**src/rtl/cpu_sequencer_if.sv**
```systemverilog
// Instruction-memory fetch port: the sequencer drives req/addr and memory returns ack/rdata.
interface cpu_sequencer_if #(
    parameter int ADDR_W = 32
) ();
    logic              imem_req;
    logic [ADDR_W-1:0] imem_addr;
    logic              imem_ack;
    logic [31:0]       instr_rdata;

    modport master (
        output imem_req,
        output imem_addr,
        input  imem_ack,
        input  instr_rdata
    );

    modport slave (
        input  imem_req,
        input  imem_addr,
        output imem_ack,
        output instr_rdata
    );
endinterface

```
**src/rtl/cpu_sequencer.sv**
```systemverilog
// Multi-cycle FETCH/DECODE/EXECUTE/WRITEBACK sequencer: one instruction per ack-cycle + 3 cycles.
// Backpressure comes from imem_ack: FETCH waits up to TIMEOUT cycles, then the core parks in ERROR.
module cpu_sequencer #(
    parameter int                ADDR_W    = 32,
    parameter logic [ADDR_W-1:0] PC_RESET  = '0,
    parameter int                PC_STEP   = 4,
    parameter int                TIMEOUT   = 16,
    parameter logic [31:0]       HALT_WORD = 32'hFFFF_FFFF
) (
    input  logic                   clk,
    input  logic                   rst,
    input  logic                   start,
    input  logic                   stop,
    cpu_sequencer_if.master        imem,
    output logic [31:0]            instruction,
    input  logic                   id_write_en,
    output logic                   rf_write_en,
    output logic                   busy,
    output logic                   halted,
    output logic                   error,
    output logic [31:0]            retired
);

    localparam int                CNT_W    = (TIMEOUT > 1) ? $clog2(TIMEOUT) : 1;
    localparam logic [CNT_W-1:0]  CNT_LAST = CNT_W'(TIMEOUT - 1);
    localparam logic [ADDR_W-1:0] PC_INC   = ADDR_W'(PC_STEP);

    typedef enum logic [2:0] {
        S_IDLE,
        S_FETCH,
        S_DECODE,
        S_EXECUTE,
        S_WRITEBACK,
        S_HALT,
        S_ERROR
    } state_t;

    state_t            state;
    state_t            state_nxt;
    logic              run;
    logic              run_keep;
    logic [CNT_W-1:0]  cnt;
    logic [ADDR_W-1:0] pc;
    logic [31:0]       ir;
    logic              req_q;

    // A stop arriving in WRITEBACK itself still prevents the next fetch.
    assign run_keep = run && !stop;

    always_comb begin
        state_nxt = state;
        case (state)
            S_IDLE:      if (start && !stop) state_nxt = S_FETCH;
            S_FETCH: begin
                if (imem.imem_ack)        state_nxt = S_DECODE;
                else if (cnt == CNT_LAST) state_nxt = S_ERROR;
            end
            S_DECODE:    state_nxt = (ir == HALT_WORD) ? S_HALT : S_EXECUTE;
            S_EXECUTE:   state_nxt = S_WRITEBACK;
            S_WRITEBACK: state_nxt = run_keep ? S_FETCH : S_IDLE;
            default:     state_nxt = state;
        endcase
    end

    always_ff @(posedge clk) begin
        if (rst) begin
            state   <= S_IDLE;
            pc      <= PC_RESET;
            ir      <= '0;
            retired <= '0;
            run     <= 1'b0;
            cnt     <= '0;
            req_q   <= 1'b0;
            busy    <= 1'b0;
            halted  <= 1'b0;
            error   <= 1'b0;
        end else begin
            state  <= state_nxt;
            req_q  <= (state_nxt == S_FETCH);
            busy   <= (state_nxt inside {S_FETCH, S_DECODE, S_EXECUTE, S_WRITEBACK});
            halted <= (state_nxt == S_HALT);
            error  <= (state_nxt == S_ERROR);
            case (state)
                S_IDLE: if (start && !stop) run <= 1'b1;
                S_FETCH: begin
                    if (stop) run <= 1'b0;
                    if (imem.imem_ack) begin
                        ir  <= imem.instr_rdata;
                        cnt <= '0;
                    end else if (cnt == CNT_LAST) begin
                        cnt <= '0;
                    end else begin
                        cnt <= cnt + CNT_W'(1);
                    end
                end
                S_DECODE, S_EXECUTE: if (stop) run <= 1'b0;
                S_WRITEBACK: begin
                    if (stop) run <= 1'b0;
                    pc      <= pc + PC_INC;
                    retired <= retired + 32'd1;
                end
                default: ;
            endcase
        end
    end

    assign imem.imem_req  = req_q;
    assign imem.imem_addr = pc;
    assign instruction    = ir;
    // Gated by rst so an instruction caught in WRITEBACK by reset never writes.
    assign rf_write_en    = (state == S_WRITEBACK) && id_write_en && !rst;

endmodule

```
**src/flat_wrapper.sv**
```systemverilog
// flat-port wrapper written by rule: the top's interface ports become plain ports
module cpu_sequencer_flat 
#(
    parameter int                ADDR_W    = 32,
    parameter logic [ADDR_W-1:0] PC_RESET  = '0,
    parameter int                PC_STEP   = 4,
    parameter int                TIMEOUT   = 16,
    parameter logic [31:0]       HALT_WORD = 32'hFFFF_FFFF
)
  (clk, rst, start, stop, instruction, id_write_en, rf_write_en, busy, halted, error, retired, imem_imem_req, imem_imem_addr, imem_imem_ack, imem_instr_rdata);
  cpu_sequencer_if #(.ADDR_W(ADDR_W)) imem_i ();
  input  logic clk;
  input  logic rst;
  input  logic start;
  input  logic stop;
  output logic [31:0] instruction;
  input  logic id_write_en;
  output logic rf_write_en;
  output logic busy;
  output logic halted;
  output logic error;
  output logic [31:0] retired;
  output wire logic [$bits(imem_i.imem_req)-1:0] imem_imem_req;
  output wire logic [$bits(imem_i.imem_addr)-1:0] imem_imem_addr;
  input wire logic [$bits(imem_i.imem_ack)-1:0] imem_imem_ack;
  input wire logic [$bits(imem_i.instr_rdata)-1:0] imem_instr_rdata;
  assign imem_imem_req = imem_i.imem_req;
  assign imem_imem_addr = imem_i.imem_addr;
  assign imem_i.imem_ack = imem_imem_ack;
  assign imem_i.instr_rdata = imem_instr_rdata;
  cpu_sequencer #(.ADDR_W(ADDR_W), .PC_RESET(PC_RESET), .PC_STEP(PC_STEP), .TIMEOUT(TIMEOUT), .HALT_WORD(HALT_WORD)) u_core (.clk(clk), .rst(rst), .start(start), .stop(stop), .imem(imem_i), .instruction(instruction), .id_write_en(id_write_en), .rf_write_en(rf_write_en), .busy(busy), .halted(halted), .error(error), .retired(retired));
endmodule
```
**config.mk**
```make
export PLATFORM = sky130hd
export DESIGN_NAME = cpu_sequencer_flat
export DESIGN_NICKNAME = d
export VERILOG_FILES = /design/src/rtl/cpu_sequencer_if.sv /design/src/rtl/cpu_sequencer.sv /design/src/flat_wrapper.sv
export SDC_FILE = /design/constraint.sdc
export NUM_CORES = 1
export LEC_CHECK = 0
export CAP_MARGIN = 20
export CORE_MARGIN = 2
export CORE_UTILIZATION = 54
export CTS_CLUSTER_DIAMETER = 100
export CTS_CLUSTER_SIZE = 12
export DETAILED_ROUTE_END_ITERATION = 7
export DONT_BUFFER_PORTS = 1
export PLACE_DENSITY_LB_ADDON = 0.25
export SLEW_MARGIN = 10
export SYNTH_ARGS = -nofsm -noshare
export SYNTH_HDL_FRONTEND = slang
export SYNTH_SLANG_ARGS = --single-unit
```
**constraint.sdc**
```tcl
create_clock -name clk -period 1.8 [get_ports clk]
set_input_delay 0.27 -clock clk [delete_from_list [all_inputs] [get_ports clk]]
set_output_delay 0.27 -clock clk [all_outputs]
set_load 0.05 [all_outputs]
```
==> metrics.md <==
| Metric | Value |
|---|---|
| Final setup margin | `-0.0597 ns` |
| Gpl congestion | `0.827` |
| Port Buf Inserts | `0` |
| Hpwl dp | `8050 um` |
| #FFs+latches synth | `106` |
| Max H-tree Level | `3` |
| Element type at the critical path end | `output port` |
| Top post-synthesis cells by area | `dfxtp_1, nand2_1, xnor2_1` |
| WP depth | `4` |
| Die X | `96.5 um` |
| CTS Hold Bufs | `6` |
| Area Overhead vs Synth | `35.7%` |
| PwrDens | `685 nW/um^2` |
| Multiplexer share of the synthesized area | `0.244%` |
| Initial cell density of the core | `56.0%` |
| DRC | `0` |
| Vert. Die Dim | `96.5 um` |
| Post-synthesis simple-gate area fraction | `30.8%` |
| Hold WS | `-0.0479 ns` |
| Area share of the leading cell type in the synthesized netlist | `45.9%` |
| Total I/O pin count | `139` |
| DRT Pass-1 Iters | `4` |
| Largest family of logic cells by synthesized area | `simple AND/OR/NAND/NOR gates` |
| Vias post-DR | `4,285` |
| Seq/Total Area, Yosys | `45.9%` |
| Share of cells above drive strength 1 | `37.0%` |
| Synthesized-area fraction occupied by adder cells | `0.812%` |
| Crit-path most repeated cell | `buf_6` |
| First-pass GRT wire length | `18,500 um` |
| FF-to-FF setup slack | `-0.05 ns` |
| Cell family with most CP delay | `simple AND/OR/NAND/NOR gates` |
| Final period utilization | `103%` |
| Fmax | `538 MHz` |
| Post-layout util | `76.0%` |
| Initial antenna violation count | `0` |
| Hold path start | `rst` |
| Xor-xnor portion of the synthesized cell area | `10.6%` |
| Vias per cell | `5.54` |
| Fin. Hold Viols | `30` |
| Max-slew violations | `0` |
| Worst skew pair latency | `0.37 ns` |
| Hold depth | `1` |
| CP cell instances | `or3b_4 > buf_6 > nor3b_4 > buf_6` |
| CP Class | `reg2out` |
| DR WL/cell | `16.4 um` |
| Mean Syn Cell Area | `8.39 sq um` |
| Most frequent cell after synthesis | `dfxtp_1` |
| Leakage dissipation | `2.55 nW` |
| Total wire length | `12,700 um` |
| Max incr delay on CP | `0.41 ns` |
| Core Region | `8260 sq um` |
| Vias in the first global route | `4,003` |
| Yosys warning count | `0` |
| GRT overflow | `0` |
| Clock-pin slew on the worst setup and hold paths | `0.10 ns` |
| Power Total | `4.30 mW` |
| Worst-path cell with the longest stage delay | `or3b_4` |
| Commonest cells post-synth | `dfxtp_1, nand2_1, nor2_1` |
| Startpoint type of the worst setup path | `flip-flop` |
| Hold endpoint | `u_core.instruction[30]` |
| Unrepaired setup endpoints after global routing | `yes` |
| Worst Hold Class | `in2reg` |
| CTS tree | `yes` |
| FFs w/ async S/R, synth | `0%` |
| Total CTS buffers | `9` |
| Max VDD drop | `0.505 mV` |
| Endpoints failing setup | `12` |
| Final ANT Viol Nets | `0` |
| R2r startpoint | `u_core.state[2]` |
| Mapped Cells | `551` |
| Placement Rows | `33` |
| Clock Path Buffers | `2` |
| Least-Margin Pin Slew | `0.524 ns` |
| GRT Total Usage | `25.3%` |
| # nets final | `705` |
| WP buf/inv | `2` |
| Violated checks | `negative hold slack, negative setup slack` |
| Final TNS setup | `-0.392 ns` |
| Number of synthesized flops with an enable pin | `0` |
| Post-synthesis compound-gate area fraction | `7.06%` |
| Iteration-0 DRC Markers | `189` |
| Fin crit period | `1.86 ns` |
| CP max FO | `2` |
| Post-synth top area cell | `dfxtp_1` |
| Status | `finished with violations` |
| Final instance area | `6280 sq um` |
| Total of max-cap violations | `0` |
| Worst R2R End | `u_core.imem.imem_addr[2]` |
| ANT cells | `0` |
| Top FF cell, synth | `dfxtp_1` |
| Clock skew | `0.00846 ns` |
| Root Buffer | `clkbuf_8` |
| Placed Instance Area | `5690 sq um` |
| R2R cell count | `6` |
| Data arrival, critical path | `1.59 ns` |
| Synthesized cell area | `4620 sq um` |
| Clk sink count | `106` |
| Die area | `9320 sq um` |
| Slew headroom | `65.0%` |
| Critical path data required time | `1.53 ns` |
| Distinct cells, synth | `48` |
| Largest net degree at the start of global routing | `110` |
[where the power goes]
| part | switching [mW] | internal, mW |
|---|---|---|
| registers | 0.0421 | 2.38 |
| logic | 0.237 | 0.117 |
| clock network | 0.812 | 0.714 |
[state kept, by name, summed over array words and instances, names as in the netlist]
signal                 count
u_core.state               3
u_core.retired            32
u_core.imem.imem_addr     30
u_core.busy                1
u_core.instruction        32
u_core.error               1
u_core.imem.imem_req       1
u_core.halted              1
u_core.run                 1
u_core.cnt                 4
[how the worst max path moves through the flow]
stage	slack [ns]	endpoint	startpoint
2_1_floorplan	-0.1	u_core.retired[27]	u_core.retired[6]
3_3_place_gp	0.02	u_core.retired[21]	u_core.retired[7]
3_5_place_dp	-0.01	u_core.retired[30]	u_core.state[1]
4_1_cts	-0.06	rf_write_en	u_core.state[0]
5_1_grt	-0.13	u_core.retired[30]	u_core.retired[7]
6_report	-0.06	rf_write_en	u_core.state[1]
[routing by layer]
| layer | track usage, % | up-vias | part of all wire [%] |
|---|---|---|---|
| met3 | 7.60 | 20 | 7.1 |
| met4 | 8.33 | 0 | 2.0 |
| met1 | 29.4 | 2031 | 40 |
| met5 | 0 | - | 0 |
| li1 | - | 2086 | - |
| met2 | 44.5 | 148 | 51 |
[cell type report]
type                    instances  area (sq um)
multi-input cells             401          2580
clock inverters                 4          50.0
repair buffers                134          1100
flip-flops and latches        106          2220
fillers                       551          1980
clock buffers                  11           151
well taps                     105           131
inverters                      12          45.0
[kinds of logic after synthesis]
group                      Yosys count
and+or+nand+nor                    277
other                                1
adders and majority gates            3
AOI/OAI and AO/OA                   62
xor gates and xnor gates            56
DFF                                106
muxes                                1
buffers and inverters               45
[what timing repair did]
action	4_1_cts	5_1_grt
endpoints found under the setup margin	8	43
buffers inserted	8	9
gates resized for setup	8	33
cloned	0	0
pin swaps	6	22
endpoints found under the hold margin	104	94
[cell usage in the layout, fill, tap and decap left out, types with 5 or more instances in the layout]
master,count
nor2b_1,6
nand4_1,25
xnor2_1,35
nor3_1,8
dfxtp_4,8
clkbuf_8,11
a21oi_1,43
dfxtp_2,53
nor2_1,67
o21ai_0,8
nor3_4,6
xor2_1,20
nand2_1,87
dlygate4sd3_1,5
nand3_1,19
nor4_4,9
and4_1,5
and3_1,6
buf_6,11
dfxtp_1,45
buf_4,115
inv_1,12
[through the flow]
stage	instances	worst slack [ns]	hold WS (ns)
3_3_place_gp	738	0.0198	0.341
2_1_floorplan	552	-0.0997	0.398
5_1_grt	773	-0.130	-0.0570
6_report	773	-0.0597	-0.0479
3_5_place_dp	738	-0.0147	0.343
4_1_cts	767	-0.0639	-0.0572
No activity file was read; power rests on OpenSTA's default activity.
==> RTL edit: new RTL, config.mk and constraints unchanged <==
`ADDR_W` is set to 32 in 3 places; all go to 40.
--- a/src/rtl/cpu_sequencer_if.sv
+++ b/src/rtl/cpu_sequencer_if.sv
@@ -1,6 +1,6 @@
 // Instruction-memory fetch port: the sequencer drives req/addr and memory returns ack/rdata.
 interface cpu_sequencer_if #(
-    parameter int ADDR_W = 32
+    parameter int ADDR_W = 40
 ) ();
     logic              imem_req;
     logic [ADDR_W-1:0] imem_addr;
--- a/src/rtl/cpu_sequencer.sv
+++ b/src/rtl/cpu_sequencer.sv
@@ -1,7 +1,7 @@
 // Multi-cycle FETCH/DECODE/EXECUTE/WRITEBACK sequencer: one instruction per ack-cycle + 3 cycles.
 // Backpressure comes from imem_ack: FETCH waits up to TIMEOUT cycles, then the core parks in ERROR.
 module cpu_sequencer #(
-    parameter int                ADDR_W    = 32,
+    parameter int                ADDR_W    = 40,
     parameter logic [ADDR_W-1:0] PC_RESET  = '0,
     parameter int                PC_STEP   = 4,
     parameter int                TIMEOUT   = 16,
--- a/src/flat_wrapper.sv
+++ b/src/flat_wrapper.sv
@@ -1,7 +1,7 @@
 // flat-port wrapper written by rule: the top's interface ports become plain ports
 module cpu_sequencer_flat 
 #(
-    parameter int                ADDR_W    = 32,
+    parameter int                ADDR_W    = 40,
     parameter logic [ADDR_W-1:0] PC_RESET  = '0,
     parameter int                PC_STEP   = 4,
     parameter int                TIMEOUT   = 16,
Ports: changed (resized imem_imem_addr); port bits go from 139 to 147. No check against the original RTL was run, so the function may have changed too.
==> RTL edit against the original RTL <==
Setup slack got worse by 170 ps. Sequential power rose by 6%. Synthesized area rose by 6.3%. Highest routed layer unchanged. Clock skew fell by 1.1 ps. Critical path depth rose by 4. Power rose by 45%. Sequential cell count rose by 8. The flow still finishes with violations (hold timing, setup timing). Hold slack got worse by 140 ps. Critical endpoint is now u_core.imem.imem_addr[36]. Cell area rose by 15%. Routed wire length rose by 24%.
==> RTL edit: results <==
export IMPL_cp_slowest_cell="nor4_4"
export IMPL_grt_pass1_wl_microns=21700
export IMPL_setup_viol=25
export IMPL_layout_nets=772
export IMPL_synth_xor_area_share=0.102
export IMPL_worst_slack_ps=-226
export IMPL_cts_max_level=4
export IMPL_synth_area_per_cell_sq_um=8.32
export IMPL_antenna_cells=0
export IMPL_nClkBuffers=17
export IMPL_synth_compound_area_frac=0.0860
export IMPL_netlist_top_cells_area="dfxtp_1 (46%), nand2_1 (7.1%), nor2_1 (5.3%)"
export IMPL_multi_input_area_share=0.382
export IMPL_cp_max_fo=12
export IMPL_violations="hold timing, setup timing"
export IMPL_worst_slew_pin_slew_ps=555
export IMPL_grt_use_total=0.273
export IMPL_synthMuxAreaShare=0.00407
export IMPL_status="complete, but fails checks"
export IMPL_pwr_share_comb=0.050
export IMPL_slowest_delay_ps=360
export IMPL_dr_first_iter_drc_count=295
export IMPL_clk_pin_slew_ps=60
export IMPL_synth_cell_type_count=46
export IMPL_ys_ff_latch=114
export IMPL_multiInputGateArea_sq_mm=0.00276
export IMPL_synthAdderAreaFrac=0.00763
export IMPL_p_per_area_mw_per_mm2=865
export IMPL_p_sw_frac=0.238
export IMPL_dp_cells=793
export IMPL_post_cts_setup_buffers=6
export IMPL_drtPass1Iterations=6
export IMPL_fill_cells=467
export IMPL_nonClockBufferCount=155
export IMPL_seq_cell_share=0.337
export IMPL_vdd_ir_drop_max_v=0.000639
export IMPL_dpl_cell_area_sq_mm=0.00608
export IMPL_grt_pass1_vias=4658
export IMPL_gp_congestion=0.868
export IMPL_fin_worst_skew_ps=7.40
export IMPL_cts_buffers=17
export IMPL_pre_cts_ws_ps=32.7
export IMPL_buf_share=0.173
export IMPL_synthCells=591
export IMPL_clk_insertion_delay_late_ps=510
export IMPL_whs_ps=-183
export IMPL_via_per_inst=5.91
export IMPL_multi_input_gates=431
export IMPL_cp_arrival_ps=2410
export IMPL_power_leakage_nw=2.94
export IMPL_ys_top_cells_by_count="dfxtp_1 (114), nand2_1 (93), nor2_1 (70)"
export IMPL_wl_microns=15800
export IMPL_seq_power_share=0.411
export IMPL_hold_violations=105
export IMPL_fin_tns_setup_ps=-1880
RTL edit: cell count changes after synthesis, moves of 4 or more:
cell,before,now
and2_1,2,7
nand2_1,88,93
dfxtp_1,106,114
or3_1,4,9
nand4_1,25,31
nor3_1,15,11
xnor2_1,36,29
and4_1,5,13
a21oi_1,44,50
xor2_1,20,28
nor2b_1,7,1
RTL edit: worst paths after layout:
kind | from | slack (ps) | end | cells after the start
min | rst | -180 | u_core.imem.imem_addr[2] | 1
min reg2reg | u_core.cnt[1] | 470 | u_core.cnt[1] | 2
max reg2reg | u_core.state[0] | -230 | u_core.imem.imem_addr[36] | 8
max | u_core.state[0] | -230 | u_core.imem.imem_addr[36] | 8
RTL edit: routing by layer:
metal	wire length, microns	vias up	global-route usage	part of all wire
met1	5940	2345	0.306	0.38
met4	774	0	0.101	0.049
met3	1400	63	0.103	0.089
li1	-	2317	-	-
met2	7640	307	0.473	0.48
met5	0	-	0	0
